**src/rtl/fetch_pc_if.sv**
```systemverilog
// fetch_pc_if: instruction-memory req/ack port between the fetch unit and imem.
interface fetch_pc_if;
  logic        req;
  logic [31:0] addr;
  logic        ack;
  logic [31:0] rdata;
  modport master (output req, addr, input ack, rdata);
  modport slave  (input req, addr, output ack, rdata);
endinterface

```
**src/rtl/fetch_pc_unit.sv**
```systemverilog
// fetch_pc_unit: PC sequencer that fetches one word per instruction and resolves branch/jump targets.
module fetch_pc_unit #(
  parameter logic [31:0] RESET_PC      = 32'h0000_0000,
  parameter int          FETCH_TIMEOUT = 15
) (
  input  logic        clk,
  input  logic        rst_n,
  fetch_pc_if.master  imem,
  output logic [31:0] o_instr,
  output logic        o_instr_valid,
  output logic [31:0] o_pc,
  input  logic        i_stall,
  input  logic        i_branch,
  input  logic        i_baln,
  input  logic        i_jump,
  input  logic        i_jpc,
  input  logic        i_bltzal,
  input  logic        i_link,
  input  logic        i_zero,
  input  logic        i_alu_neg,
  input  logic        i_status_n,
  output logic [31:0] o_link_addr,
  output logic        o_link_wr,
  output logic        o_fetch_err
);
  localparam int CW = FETCH_TIMEOUT > 1 ? $clog2(FETCH_TIMEOUT) : 1;
  localparam logic [CW-1:0] CNT_LAST = CW'(FETCH_TIMEOUT > 0 ? FETCH_TIMEOUT - 1 : 0);
  typedef enum logic [1:0] {S_RST, S_REQ, S_EXEC, S_ERR} state_t;
  state_t          r_state;
  logic [31:0]     r_pc;
  logic [31:0]     r_instr;
  logic [CW-1:0]   r_cnt;
  logic            r_req;
  logic            r_valid;
  logic            r_err;
  logic [31:0]     w_pc4;
  logic [31:0]     w_btgt;
  logic [31:0]     w_jtgt;
  logic [31:0]     w_next_pc;
  logic            w_take;
  logic            w_timeout;
  assign w_pc4   = r_pc + 32'd4;
  assign w_btgt  = w_pc4 + {{14{r_instr[15]}}, r_instr[15:0], 2'b00};
  assign w_jtgt  = {w_pc4[31:28], r_instr[25:0], 2'b00};
  // jumps already win by priority, so the beq term only needs to exclude baln/bltzal
  assign w_take  = (i_baln & i_status_n) | (i_bltzal & i_alu_neg) |
                   (i_branch & ~i_baln & ~i_bltzal & i_zero);
  assign w_next_pc = (i_jump | i_jpc) ? w_jtgt : (w_take ? w_btgt : w_pc4);
  assign w_timeout = (FETCH_TIMEOUT != 0) && (r_cnt == CNT_LAST);
  always_ff @(posedge clk or negedge rst_n) begin
    if (!rst_n) begin
      r_state <= S_RST;
      r_pc    <= RESET_PC & ~32'h3;
      r_instr <= '0;
      r_cnt   <= '0;
      r_req   <= 1'b0;
      r_valid <= 1'b0;
      r_err   <= 1'b0;
    end else begin
      case (r_state)
        S_RST: begin
          r_state <= S_REQ;
          r_req   <= 1'b1;
        end
        S_REQ: begin
          if (imem.ack) begin
            r_instr <= imem.rdata;
            r_cnt   <= '0;
            r_state <= S_EXEC;
            r_req   <= 1'b0;
            r_valid <= 1'b1;
          end else if (w_timeout) begin
            r_state <= S_ERR;
            r_req   <= 1'b0;
            r_err   <= 1'b1;
          end else begin
            r_cnt <= r_cnt + 1'b1;
          end
        end
        S_EXEC: begin
          if (!i_stall) begin
            r_pc    <= w_next_pc;
            r_state <= S_REQ;
            r_req   <= 1'b1;
            r_valid <= 1'b0;
          end
        end
        default: ;
      endcase
    end
  end
  assign imem.req      = r_req;
  assign imem.addr     = r_pc;
  assign o_instr       = r_instr;
  assign o_instr_valid = r_valid;
  assign o_pc          = r_pc;
  assign o_link_addr   = w_pc4;
  assign o_link_wr     = r_valid & i_link & ~i_stall;
  assign o_fetch_err   = r_err;
endmodule
```
**src/flat_wrapper.sv**
```systemverilog
// flat-port wrapper written by rule: the top's interface ports become plain ports
module fetch_pc_unit_flat 
#(
  parameter logic [31:0] RESET_PC      = 32'h0000_0000,
  parameter int          FETCH_TIMEOUT = 15
)
  (clk, rst_n, o_instr, o_instr_valid, o_pc, i_stall, i_branch, i_baln, i_jump, i_jpc, i_bltzal, i_link, i_zero, i_alu_neg, i_status_n, o_link_addr, o_link_wr, o_fetch_err, imem_req, imem_addr, imem_ack, imem_rdata);
  fetch_pc_if imem_i ();
  input  logic clk;
  input  logic rst_n;
  output logic [31:0] o_instr;
  output logic o_instr_valid;
  output logic [31:0] o_pc;
  input  logic i_stall;
  input  logic i_branch;
  input  logic i_baln;
  input  logic i_jump;
  input  logic i_jpc;
  input  logic i_bltzal;
  input  logic i_link;
  input  logic i_zero;
  input  logic i_alu_neg;
  input  logic i_status_n;
  output logic [31:0] o_link_addr;
  output logic o_link_wr;
  output logic o_fetch_err;
  output wire logic [$bits(imem_i.req)-1:0] imem_req;
  output wire logic [$bits(imem_i.addr)-1:0] imem_addr;
  input wire logic [$bits(imem_i.ack)-1:0] imem_ack;
  input wire logic [$bits(imem_i.rdata)-1:0] imem_rdata;
  assign imem_req = imem_i.req;
  assign imem_addr = imem_i.addr;
  assign imem_i.ack = imem_ack;
  assign imem_i.rdata = imem_rdata;
  fetch_pc_unit #(.RESET_PC(RESET_PC), .FETCH_TIMEOUT(FETCH_TIMEOUT)) u_core (.clk(clk), .rst_n(rst_n), .imem(imem_i), .o_instr(o_instr), .o_instr_valid(o_instr_valid), .o_pc(o_pc), .i_stall(i_stall), .i_branch(i_branch), .i_baln(i_baln), .i_jump(i_jump), .i_jpc(i_jpc), .i_bltzal(i_bltzal), .i_link(i_link), .i_zero(i_zero), .i_alu_neg(i_alu_neg), .i_status_n(i_status_n), .o_link_addr(o_link_addr), .o_link_wr(o_link_wr), .o_fetch_err(o_fetch_err));
endmodule
```
**config.mk**
```make
export PLATFORM = sky130hd
export DESIGN_NAME = fetch_pc_unit_flat
export DESIGN_NICKNAME = d
export VERILOG_FILES = /design/src/rtl/fetch_pc_if.sv /design/src/rtl/fetch_pc_unit.sv /design/src/flat_wrapper.sv
export SDC_FILE = /design/constraint.sdc
export NUM_CORES = 1
export LEC_CHECK = 0
export BUFFER_PORTS_ARGS = -buffer_cell sky130_fd_sc_hd__buf_2
export CORE_UTILIZATION = 50
export DETAILED_ROUTE_END_ITERATION = 16
export PLACE_DENSITY = 0.78
export SLEW_MARGIN = 20
export SYNTH_ARGS = -nofsm -noshare
export SYNTH_HDL_FRONTEND = slang
export SYNTH_SLANG_ARGS = --single-unit
```
**constraint.sdc**
```tcl
create_clock -name clk -period 4.47 [get_ports clk]
set_input_delay 0.6705 -clock clk [delete_from_list [all_inputs] [get_ports clk]]
set_output_delay 0.6705 -clock clk [all_outputs]
set_load 0.005 [all_outputs]
```
=== After elaboration in Yosys (flattened, before gate mapping) ===
Cells that the tools add are included.

* Register bits: 73
* Output and inout bits: 132
* Word-level logic and storage cells: 55

* Add/subtract/negate cells: 3
* Equality and inequality tests: 7
* Mux-type cells: 15
* Bitwise logic cells: 14
* Reduce and logical (&&, ||, !) cells: 9

{| class="wikitable"
|+ Operator list
! cell !! count
|-
| $mux 32 || 2
|-
| $add 32x3->32 const B || 1
|-
| $add 32x32->32 || 1
|-
| $reduce_and 3->1 || 3
|-
| $mux 4 || 2
|-
| $and 1x1->1 || 7
|-
| $mux 2 || 3
|-
| $ne 2x2->1 const B || 3
|-
| $pmux 2 s3 || 1
|-
| $reduce_and 2->1 || 3
|-
| $mux 1 || 5
|-
| $add 4x1->4 const B || 1
|-
| $eq 4x4->1 const B || 1
|-
| $not 1->1 || 4
|-
| $ne 3x2->1 const B || 1
|-
| $or 1x1->1 || 3
|-
| $pmux 1 s3 || 1
|-
| $reduce_bool 3->1 || 1
|-
| $eq 2x1->1 const B || 1
|-
| $eq 2x2->1 const B || 1
|-
| $logic_not 2->1 || 1
|-
| $pmux 1 s2 || 1
|-
| $reduce_bool 2->1 || 1
|}

=== Depth between registers and ports, before layout ===
Gate-level depths: netlist (run 1).

* Depth in word-level cells: 7
* Gate-level depth with buffers: 16
* Gate-level depth less buffers: 15

=== Worst setup path after synthesis (run 1) ===
Ideal clock, no wire load.

* Kind: flip-flop to flip-flop
* Start point: reg u_core.r_pc[7] (netlist: u_core.imem.addr[7])
* End point: reg u_core.r_pc[30] (netlist: u_core.imem.addr[30])
* Library setup time: 0.128 ns
* Data arrival time: 3.140 ns
* Required time: 4.342 ns
* Slack: 1.202 ns
* Stages on the path, launching flop included: 15
* Period minus slack after synthesis: 3.268 ns
* Path through: dfrtp_1 > buf_2 > and4_1 > and4_1 > nand2_1 > xnor2_1 > ha_1 > a21oi_1 > a21boi_0 > o31ai_1 > o31ai_1 > a211o_1 > a221oi_2 > mux2i_1 > nand3_1

* Cells in the longest elaborated chain, start to end: 4

{| class="wikitable"
|+ Ends and longest elaborated chain
! element !! line !! text
|-
| from (decl) || fetch_pc_unit.sv:30 || <nowiki>logic [31:0] r_pc;</nowiki>
|-
| from (signal assigned) || fetch_pc_unit.sv:53 || <nowiki>r_pc <= RESET_PC & ~32'h3;</nowiki>
|-
| from (signal assigned) || fetch_pc_unit.sv:82 || <nowiki>r_pc <= w_next_pc;</nowiki>
|-
| $add 32x3->32 || fetch_pc_unit.sv:42 || <nowiki>assign w_pc4 = r_pc + 32'd4;</nowiki>
|-
| via o_link_addr[13] || flat_wrapper.sv:24 || <nowiki>output logic [31:0] o_link_addr;</nowiki>
|-
| $add 32x32->32 || fetch_pc_unit.sv:43 || <nowiki>assign w_btgt = w_pc4 + {{14{r_instr[15]}}, r_instr[15:0], 2'b00};</nowiki>
|-
| $mux 32 (2 in series) || fetch_pc_unit.sv:48 || <nowiki>assign w_next_pc = (i_jump | i_jpc) ? w_jtgt : (w_take ? w_btgt : w_pc4);</nowiki>
|}

The timed path passes the listed nets, and every way through them passes these cells.
A chain may end at the register's enable or synchronous reset.

=== Worst setup path in the final report (run 1) ===
* Start point: reg u_core.r_pc[18] (netlist: u_core.imem.addr[18])
* End point: reg u_core.r_pc[30] (netlist: u_core.imem.addr[30])

* Cells in the longest elaborated chain, start to end: 4

{| class="wikitable"
|+ Ends and longest elaborated chain
! element !! line
|-
| $add 32x3->32 (*) || fetch_pc_unit.sv:42
|-
| $add 32x32->32 || fetch_pc_unit.sv:43
|-
| $mux 32 || fetch_pc_unit.sv:48
|-
| $mux 32 (*) || fetch_pc_unit.sv:48
|}

Every way passes the cells marked *; elsewhere a longest branch is shown, timed or not.

==> flow_metrics.py, run 1 <==
metrics = {
    "clock_network": {
        "cts_tree": "yes",
        "cts.sinks": 71,
        "clock_latency_ns": 0.35,
        "cts.repair.resized": 0,
        "cts_max_path_buffers": 2,
        "numCtsBuffers": 9,
        "cts-root-buf": "sky130_fd_sc_hd__clkbuf_16",
        "holdBufCountCts": 0,
        "post_cts_buffers": 0,
        "clkTransAtPathRegs_ns": 0.06,
        "htreeDepth": 3,
    },
    "cells_and_area": {
        "final_design_area_no_fill_um2": 6840,
        "n_fill_cell": 965,
        "finish.net_count": 876,
        "area.growth.synth_to_final_pct": 18.3,
        "diodes": 0,
        "drive_above_1_share": 0.310,
    },
    "synth": {
        "synth-seq-cells": 71,
        "synth_top_area_frac": 0.307,
        "netlist_top_cells_area": "sky130_fd_sc_hd__dfrtp_1 31%, sky130_fd_sc_hd__ha_1 8.4%, sky130_fd_sc_hd__mux2_2 6.2%",
        "synth_area_per_cell_um2": 8.76,
        "number_of_distinct_library_cells_after_synthesis": 66,
        "synthDominantAreaCellType": "sky130_fd_sc_hd__dfrtp_1",
        "synth-seq-area-share": 0.307,
        "synthesis.area_um2": 5780,
        "syn_inst": 660,
        "postSynth.asyncResetShare": 1.00,
        "ys.warnings.count": 0,
        "synth_edf_count": 0,
        "ys_dominant_reg_cell": "sky130_fd_sc_hd__dfrtp_1",
    },
    "power_and_ir_drop": {
        "power-per-cell-area_nw_per_um2": 819,
        "clock_power_frac": 0.141,
        "power.static_leakage_uw": 0.00338,
        "switching_power_uw": 2640,
        "vdd_drop_max_uv": 476,
        "netSwitchingFraction": 0.471,
        "seqPwrFrac": 0.250,
        "combPwrFrac": 0.609,
        "p_int_uw": 2970,
    },
    "global_route": {
        "globalRouteOverflowTotal": 0,
        "maximum_number_of_pins_on_one_net_before_global_route_repair": 72,
        "grt_pass1_vias": 5406,
        "globalRouteTotalUtil": 0.302,
        "wire_length_of_the_first_global_routing_pass_um": 27700,
        "grt_antenna_before_repair": 0,
    },
    "detailed_routing": {
        "dr_total_vias": 5706,
        "ant_nets": 0,
        "drc_errors": 0,
        "detail_route.vias_per_cell": 6.10,
        "wirelength_um": 17500,
        "iteration_0_drc_markers": 321,
        "post_drt_wl_per_cell_um": 18.7,
        "drtPass1Iterations": 6,
    },
    "worst_setup_path": {
        "crit_path_max_fanout": 9,
        "setup.worst_path.start": "u_core.imem.addr[18]$_DFFE_PN0P_",
        "max_stage_delay_cell_worst_path": "sky130_fd_sc_hd__nor3_1",
        "critical_path.max_stage_delay_ns": 0.68,
        "timing.critical_path.mode_cell": "sky130_fd_sc_hd__nand3_1",
        "ff2ff_path_depth": 12,
        "reg2reg_slack_ns": 0.58,
        "critical_path_data_required_time_ns": 4.70,
        "worstPathCellList": "and4_4 > nand4_4 > nor3_1 > nand3_1 > xnor2_1 > ha_1 > a21o_1 > a21oi_1 > o21ai_0 > a221oi_2 > mux2i_1 > nand3_1",
        "crit-reg2reg-launch": "u_core.imem.addr[18]$_DFFE_PN0P_",
        "timing.critical_path.to": "u_core.imem.addr[30]$_DFFE_PN0P_",
        "worstSetupEndpointType": "flop",
        "worstSetupPathType": "reg2reg",
        "cp-start-kind": "flop",
        "timing.rr.end": "u_core.imem.addr[30]$_DFFE_PN0P_",
        "cp_data_arrival_time_ns": 4.12,
    },
    "timing": {
        "grt_setup_unrepaired": "false",
        "timing.final.max_slew_violations": 0,
        "max_freq_ghz": 0.257,
        "count_of_final_setup_violators": 0,
        "worst_slew_margin_rel": 0.287,
        "worst_slew_pin_slew_ns": 1.07,
        "layout_worst_path_cycle_share": 0.870,
        "hold_violations": 0,
        "clock-skew-final_ns": 0.00909,
        "setup_total_negative_slack_ns": 0,
        "post-route-min-period_ns": 3.89,
    },
    "place": {
        "dp.final_hpwl_um": 13000,
        "globalplace.congestion": 1.06,
        "io_buffer_count": 170,
        "placement.cell_area_um2": 6520,
    },
    "floorplanning": {
        "rows": 38,
        "die_width_um": 110,
        "placeableCoreArea_um2": 11000,
        "die-area_um2": 12000,
        "start_util": 0.524,
        "io_pins": 177,
        "floorplan.die.height_um": 110,
    },
    "job": {
        "maxCapViolations": 0,
    },
    "min_path": {
        "timing.hold.worst.class": "in2async",
    },
    "status": {
        "outcome": "completed",
    },
}
==> how the worst min path moves through the flow <==
stage,startpoint,end,cells after the start
floorplan,rst_n,u_core.imem.addr[10]$_DFFE_PN0P_,0
global placement,u_core.o_fetch_err$_DFFE_PN0P_,u_core.o_fetch_err$_DFFE_PN0P_,1
detailed placement,u_core.o_fetch_err$_DFFE_PN0P_,u_core.o_fetch_err$_DFFE_PN0P_,1
CTS,u_core.o_fetch_err$_DFFE_PN0P_,u_core.o_fetch_err$_DFFE_PN0P_,1
global route,u_core.o_fetch_err$_DFFE_PN0P_,u_core.o_fetch_err$_DFFE_PN0P_,1
finish,rst_n,u_core.o_instr[7]$_DFFE_PN0P_,1
==> flip-flops by register name, summed over array words and instances (netlist names) <==
name	flops
u_core.o_instr_valid	1
u_core.imem.req	1
u_core.o_instr	32
u_core.o_fetch_err	1
u_core.r_state	2
u_core.r_cnt	4
u_core.imem.addr	30
==> critical path, delay by kind of cell, from the launching register on <==
family / cells / cell delay [ns]
AO/OA/AOI/OAI: 4 / 0.89
adder cells (fa/ha/maj): 1 / 0.34
XOR/XNOR: 1 / 0.28
multiplexers: 1 / 0.20
AND/OR/NAND/NOR: 5 / 1.47
flip-flops: 1 / 0.58
==> logic make-up (layout without fill, tap and decap cells) <==
logic type	after synthesis	after routing	share of synthesized area
other	1	6	0.000648
adders and majority gates	40	40	0.0878
AOI/OAI and AO/OA	187	187	0.209
DFF	71	71	0.307
muxes	38	38	0.0727
and+or+nand+nor	199	199	0.175
buffers and inverters	76	207	0.0738
xor gates and xnor gates	48	48	0.0740
==> cells in the mapped netlist, types with 2 or more instances <==
library cell                n
sky130_fd_sc_hd__nand2b_1   2
sky130_fd_sc_hd__mux2i_1    6
sky130_fd_sc_hd__or3b_2     2
sky130_fd_sc_hd__or3_1      3
sky130_fd_sc_hd__o31ai_1    5
sky130_fd_sc_hd__nor4_1     3
sky130_fd_sc_hd__o221ai_1   2
sky130_fd_sc_hd__a21o_1    15
sky130_fd_sc_hd__a21oi_1   48
sky130_fd_sc_hd__nand3b_1   2
sky130_fd_sc_hd__nand4_1   15
sky130_fd_sc_hd__o21ai_0   49
sky130_fd_sc_hd__a221oi_2   2
sky130_fd_sc_hd__o211ai_1   8
sky130_fd_sc_hd__and4_1     4
sky130_fd_sc_hd__a31o_2     4
sky130_fd_sc_hd__a221oi_1   4
sky130_fd_sc_hd__nand3_1   24
sky130_fd_sc_hd__buf_4     37
sky130_fd_sc_hd__and3_1    10
sky130_fd_sc_hd__xor2_1    19
sky130_fd_sc_hd__buf_2      2
sky130_fd_sc_hd__dfrtp_1   71
sky130_fd_sc_hd__nand2_1   63
sky130_fd_sc_hd__o22ai_1    8
sky130_fd_sc_hd__a211oi_1  11
sky130_fd_sc_hd__or2_2      3
sky130_fd_sc_hd__inv_1     15
sky130_fd_sc_hd__a31oi_1    2
sky130_fd_sc_hd__o21bai_1   6
sky130_fd_sc_hd__o211a_1    2
sky130_fd_sc_hd__and2_1     2
sky130_fd_sc_hd__o21a_1     3
sky130_fd_sc_hd__nor3_1    11
sky130_fd_sc_hd__a21boi_0   2
sky130_fd_sc_hd__ha_1      39
sky130_fd_sc_hd__a211o_1    4
sky130_fd_sc_hd__nor2b_1    3
sky130_fd_sc_hd__buf_1      2
sky130_fd_sc_hd__nor2_1    44
sky130_fd_sc_hd__xnor2_1   28
sky130_fd_sc_hd__clkbuf_1  20
sky130_fd_sc_hd__mux2_2    32
==> routing by layer <==
layer  wire length, um  track usage
met5                 0            0
met4               618        0.126
met3              1500       0.0634
met2              8030        0.488
met1              7340        0.394
==> layout by cell type, fill, tap and decap left out, types with 4 or more instances in the layout <==
cell | Yosys | routed
sky130_fd_sc_hd__buf_2 | 2 | 169
sky130_fd_sc_hd__dfrtp_1 | 71 | 71
sky130_fd_sc_hd__nand2_1 | 63 | 62
sky130_fd_sc_hd__o21ai_0 | 49 | 49
sky130_fd_sc_hd__a21oi_1 | 48 | 48
sky130_fd_sc_hd__nor2_1 | 44 | 44
sky130_fd_sc_hd__ha_1 | 39 | 39
sky130_fd_sc_hd__mux2_2 | 32 | 32
sky130_fd_sc_hd__xnor2_1 | 28 | 28
sky130_fd_sc_hd__nand3_1 | 24 | 24
sky130_fd_sc_hd__xor2_1 | 19 | 19
sky130_fd_sc_hd__nand4_1 | 15 | 15
sky130_fd_sc_hd__inv_1 | 15 | 15
sky130_fd_sc_hd__a21o_1 | 15 | 15
sky130_fd_sc_hd__nor3_1 | 11 | 11
sky130_fd_sc_hd__a211oi_1 | 11 | 11
sky130_fd_sc_hd__and3_1 | 10 | 10
sky130_fd_sc_hd__clkbuf_16 | 0 | 9
sky130_fd_sc_hd__o22ai_1 | 8 | 8
sky130_fd_sc_hd__o211ai_1 | 8 | 8
sky130_fd_sc_hd__buf_4 | 37 | 7
sky130_fd_sc_hd__o21bai_1 | 6 | 6
sky130_fd_sc_hd__mux2i_1 | 6 | 6
sky130_fd_sc_hd__conb_1 | 1 | 6
sky130_fd_sc_hd__o31ai_1 | 5 | 5
sky130_fd_sc_hd__and4_1 | 4 | 4
sky130_fd_sc_hd__a211o_1 | 4 | 4
sky130_fd_sc_hd__a31o_2 | 4 | 4
==> power groups by stage <==
stage / clock network [uW] / registers, uW / logic [uW]
after floorplan: 0 / 1290 / 2440
after global placement: 0 / 1360 / 3270
after detailed placement: 0 / 1390 / 3330
after CTS: 802 / 1380 / 3360
after global routing: 830 / 1450 / 3790
final: 789 / 1400 / 3410
==> cell type report <==
type,instances,area (um2),area share
Clock buffer,11,243,0.0355
Clock inverter,5,81.3,0.0119
Inverter,15,56.3,0.00823
Multi-Input combinational cell,518,3610,0.528
Sequential cell,71,1780,0.260
Tap cell,140,175,0.0256
Timing Repair Buffer,176,898,0.131
==> per-stage QoR <==
stage	util	power, uW	instances	setup WS [ns]	hold WS, ns
after floorplan	-	3730	665	1.20	0.375
after global placement	0.591	4630	920	0.629	0.454
after detailed placement	0.591	4720	920	0.668	0.459
after CTS	0.620	5550	936	0.653	0.483
after global routing	0.620	6060	936	0.286	0.511
final	0.620	5600	936	0.580	0.468
Power figures use the tool's default switching activity.
==> run 2: changes to the inputs <==
- CORE_UTILIZATION: 50 -> 45
- PLACE_DENSITY: 0.78 -> 0.71
==> flow_metrics.py, run 2 (synthesis results as in run 1) <==
metrics = {
    "clock_network": {
        "cts.sinks": 71,
        "htreeDepth": 3,
        "holdBufCountCts": 0,
        "clock_latency_ns": 0.35,
        "cts-root-buf": "sky130_fd_sc_hd__clkbuf_16",
        "post_cts_buffers": 0,
        "numCtsBuffers": 9,
        "clkTransAtPathRegs_ns": 0.06,
        "cts_tree": "yes",
        "cts.repair.resized": 0,
        "cts_max_path_buffers": 2,
    },
    "floorplanning": {
        "start_util": 0.460,
        "die_width_um": 115,
        "io_pins": 177,
        "placeableCoreArea_um2": 12600,
        "floorplan.die.height_um": 115,
        "rows": 41,
        "die-area_um2": 13300,
    },
    "global_route": {
        "grt_antenna_before_repair": 0,
        "globalRouteTotalUtil": 0.268,
        "wire_length_of_the_first_global_routing_pass_um": 27500,
        "maximum_number_of_pins_on_one_net_before_global_route_repair": 72,
        "globalRouteOverflowTotal": 0,
        "grt_pass1_vias": 5257,
    },
    "cells_and_area": {
        "most_frequent_standard_cell_in_the_layout_excluding_fill_and_tap_cells": "sky130_fd_sc_hd__buf_2",
        "drive_above_1_share": 0.309,
        "layout.cells.most_common_list": "169 x sky130_fd_sc_hd__buf_2, 71 x sky130_fd_sc_hd__dfrtp_1, 63 x sky130_fd_sc_hd__nand2_1",
        "n_fill_cell": 1110,
        "finish.net_count": 875,
        "largest_reg_flops": 32,
        "fin_cells": 967,
        "diodes": 0,
        "area.growth.synth_to_final_pct": 19.2,
    },
    "place": {
        "globalplace.congestion": 0.967,
        "dp.final_hpwl_um": 13200,
        "placed_cells": 951,
        "worst_setup_slack_before_clock_tree_synthesis_ns": 0.668,
        "io_buffer_count": 170,
    },
    "worst_setup_path": {
        "critical_path_data_required_time_ns": 4.70,
        "cp_data_arrival_time_ns": 4.04,
        "worstSetupEndpointType": "flop",
        "crit_path_max_fanout": 9,
        "worstSetupPathType": "reg2reg",
        "cp-start-kind": "flop",
    },
    "detailed_routing": {
        "drc_errors": 0,
        "dr_total_vias": 5583,
        "ant_nets": 0,
        "post_drt_wl_per_cell_um": 18.0,
        "iteration_0_drc_markers": 323,
        "wirelength_um": 17400,
        "drtPass1Iterations": 5,
        "detail_route.vias_per_cell": 5.77,
    },
    "timing": {
        "max_freq_ghz": 0.262,
        "setup_total_negative_slack_ns": 0,
        "post-route-min-period_ns": 3.81,
        "count_of_final_setup_violators": 0,
        "worst_slew_margin_rel": 0.223,
        "layout_worst_path_cycle_share": 0.853,
        "worst_slew_pin_slew_ns": 1.17,
        "timing.final.max_slew_violations": 0,
        "grt_setup_unrepaired": "false",
        "clock-skew-final_ns": 0.00564,
        "final_critical_path_setup_slack_ns": 0.657,
        "hold_violations": 0,
    },
    "power_and_ir_drop": {
        "vdd_drop_max_uv": 401,
        "power.static_leakage_uw": 0.00338,
        "p_total_uw": 5630,
        "power-per-cell-area_nw_per_um2": 816,
    },
    "job": {
        "maxCapViolations": 0,
    },
    "status": {
        "outcome": "completed",
    },
    "min_path": {
        "timing.hold.worst.class": "in2async",
    },
}
## run 2: cell types whose count changed in the layout (fill, tap and decap cells not counted), sizes merged
| cell | before | now |
|---|---|---|
| clkinv | 2 | 1 |
| clkbuf | 11 | 9 |
| buf | 176 | 175 |
| clkinvlp | 1 | 3 |
| bufinv | 2 | 3 |
## run 2: metrics by stage
step | instance area, um2 | util | hold slack [ns]
after floorplan | 5800 | - | 0.375
after CTS | 6900 | 0.549 | 0.469
after global placement | 6550 | 0.521 | 0.461
after global routing | 6900 | 0.549 | 0.480
after detailed placement | 6550 | 0.521 | 0.454
final | 6900 | 0.549 | 0.462
## run 2: final timing paths
kind                                                        from                          endpoint  slack (ns)  cells past startpoint
worst max register to register  u_core.imem.addr[18]$_DFFE_PN0P_  u_core.imem.addr[30]$_DFFE_PN0P_        0.66                     12
worst min register to register    u_core.o_fetch_err$_DFFE_PN0P_    u_core.o_fetch_err$_DFFE_PN0P_        0.46                      1
min in group clk                  u_core.o_fetch_err$_DFFE_PN0P_    u_core.o_fetch_err$_DFFE_PN0P_        0.46                      1
worst max-delay path            u_core.imem.addr[18]$_DFFE_PN0P_  u_core.imem.addr[30]$_DFFE_PN0P_        0.66                     12
worst min-delay path                                       rst_n     u_core.o_instr[6]$_DFFE_PN0P_        0.46                      1
max in group asynchronous                                  rst_n  u_core.imem.addr[28]$_DFFE_PN0P_        3.42                      1
## run 2: routing by layer
metal / part of all wire / global-route usage
met1: 0.44 / 0.358
met2: 0.47 / 0.428
met3: 0.064 / 0.0517
met4: 0.022 / 0.105
met5: 0 / 0
## run 2: critical path: stages (launching register included)
cell	delay, ns
sky130_fd_sc_hd__dfrtp_1	0.57
sky130_fd_sc_hd__and4_4	0.31
sky130_fd_sc_hd__nand4_4	0.16
sky130_fd_sc_hd__nor3_1	0.67
sky130_fd_sc_hd__nand3_1	0.18
sky130_fd_sc_hd__xnor2_1	0.30
sky130_fd_sc_hd__ha_1	0.35
sky130_fd_sc_hd__a21o_1	0.23
sky130_fd_sc_hd__a21oi_1	0.19
sky130_fd_sc_hd__o21ai_0	0.14
sky130_fd_sc_hd__a221oi_2	0.32
sky130_fd_sc_hd__mux2i_1	0.20
sky130_fd_sc_hd__nand3_1	0.08
## run 2: layout make-up
type	count	area [um2]	share of cell area
clock inverters	7	121	0.0176
clock buffers	9	225	0.0327
well taps	172	215	0.0312
flip-flops and latches	71	1780	0.258
inverters	15	56.3	0.00817
multi-input cells	518	3610	0.523
repair buffers	175	891	0.129
## run 2: power by group
part / switching [uW] / internal (uW)
sequential: 464 / 928
combinational: 1860 / 1530
clock: 300 / 546
total: 2620 / 3000
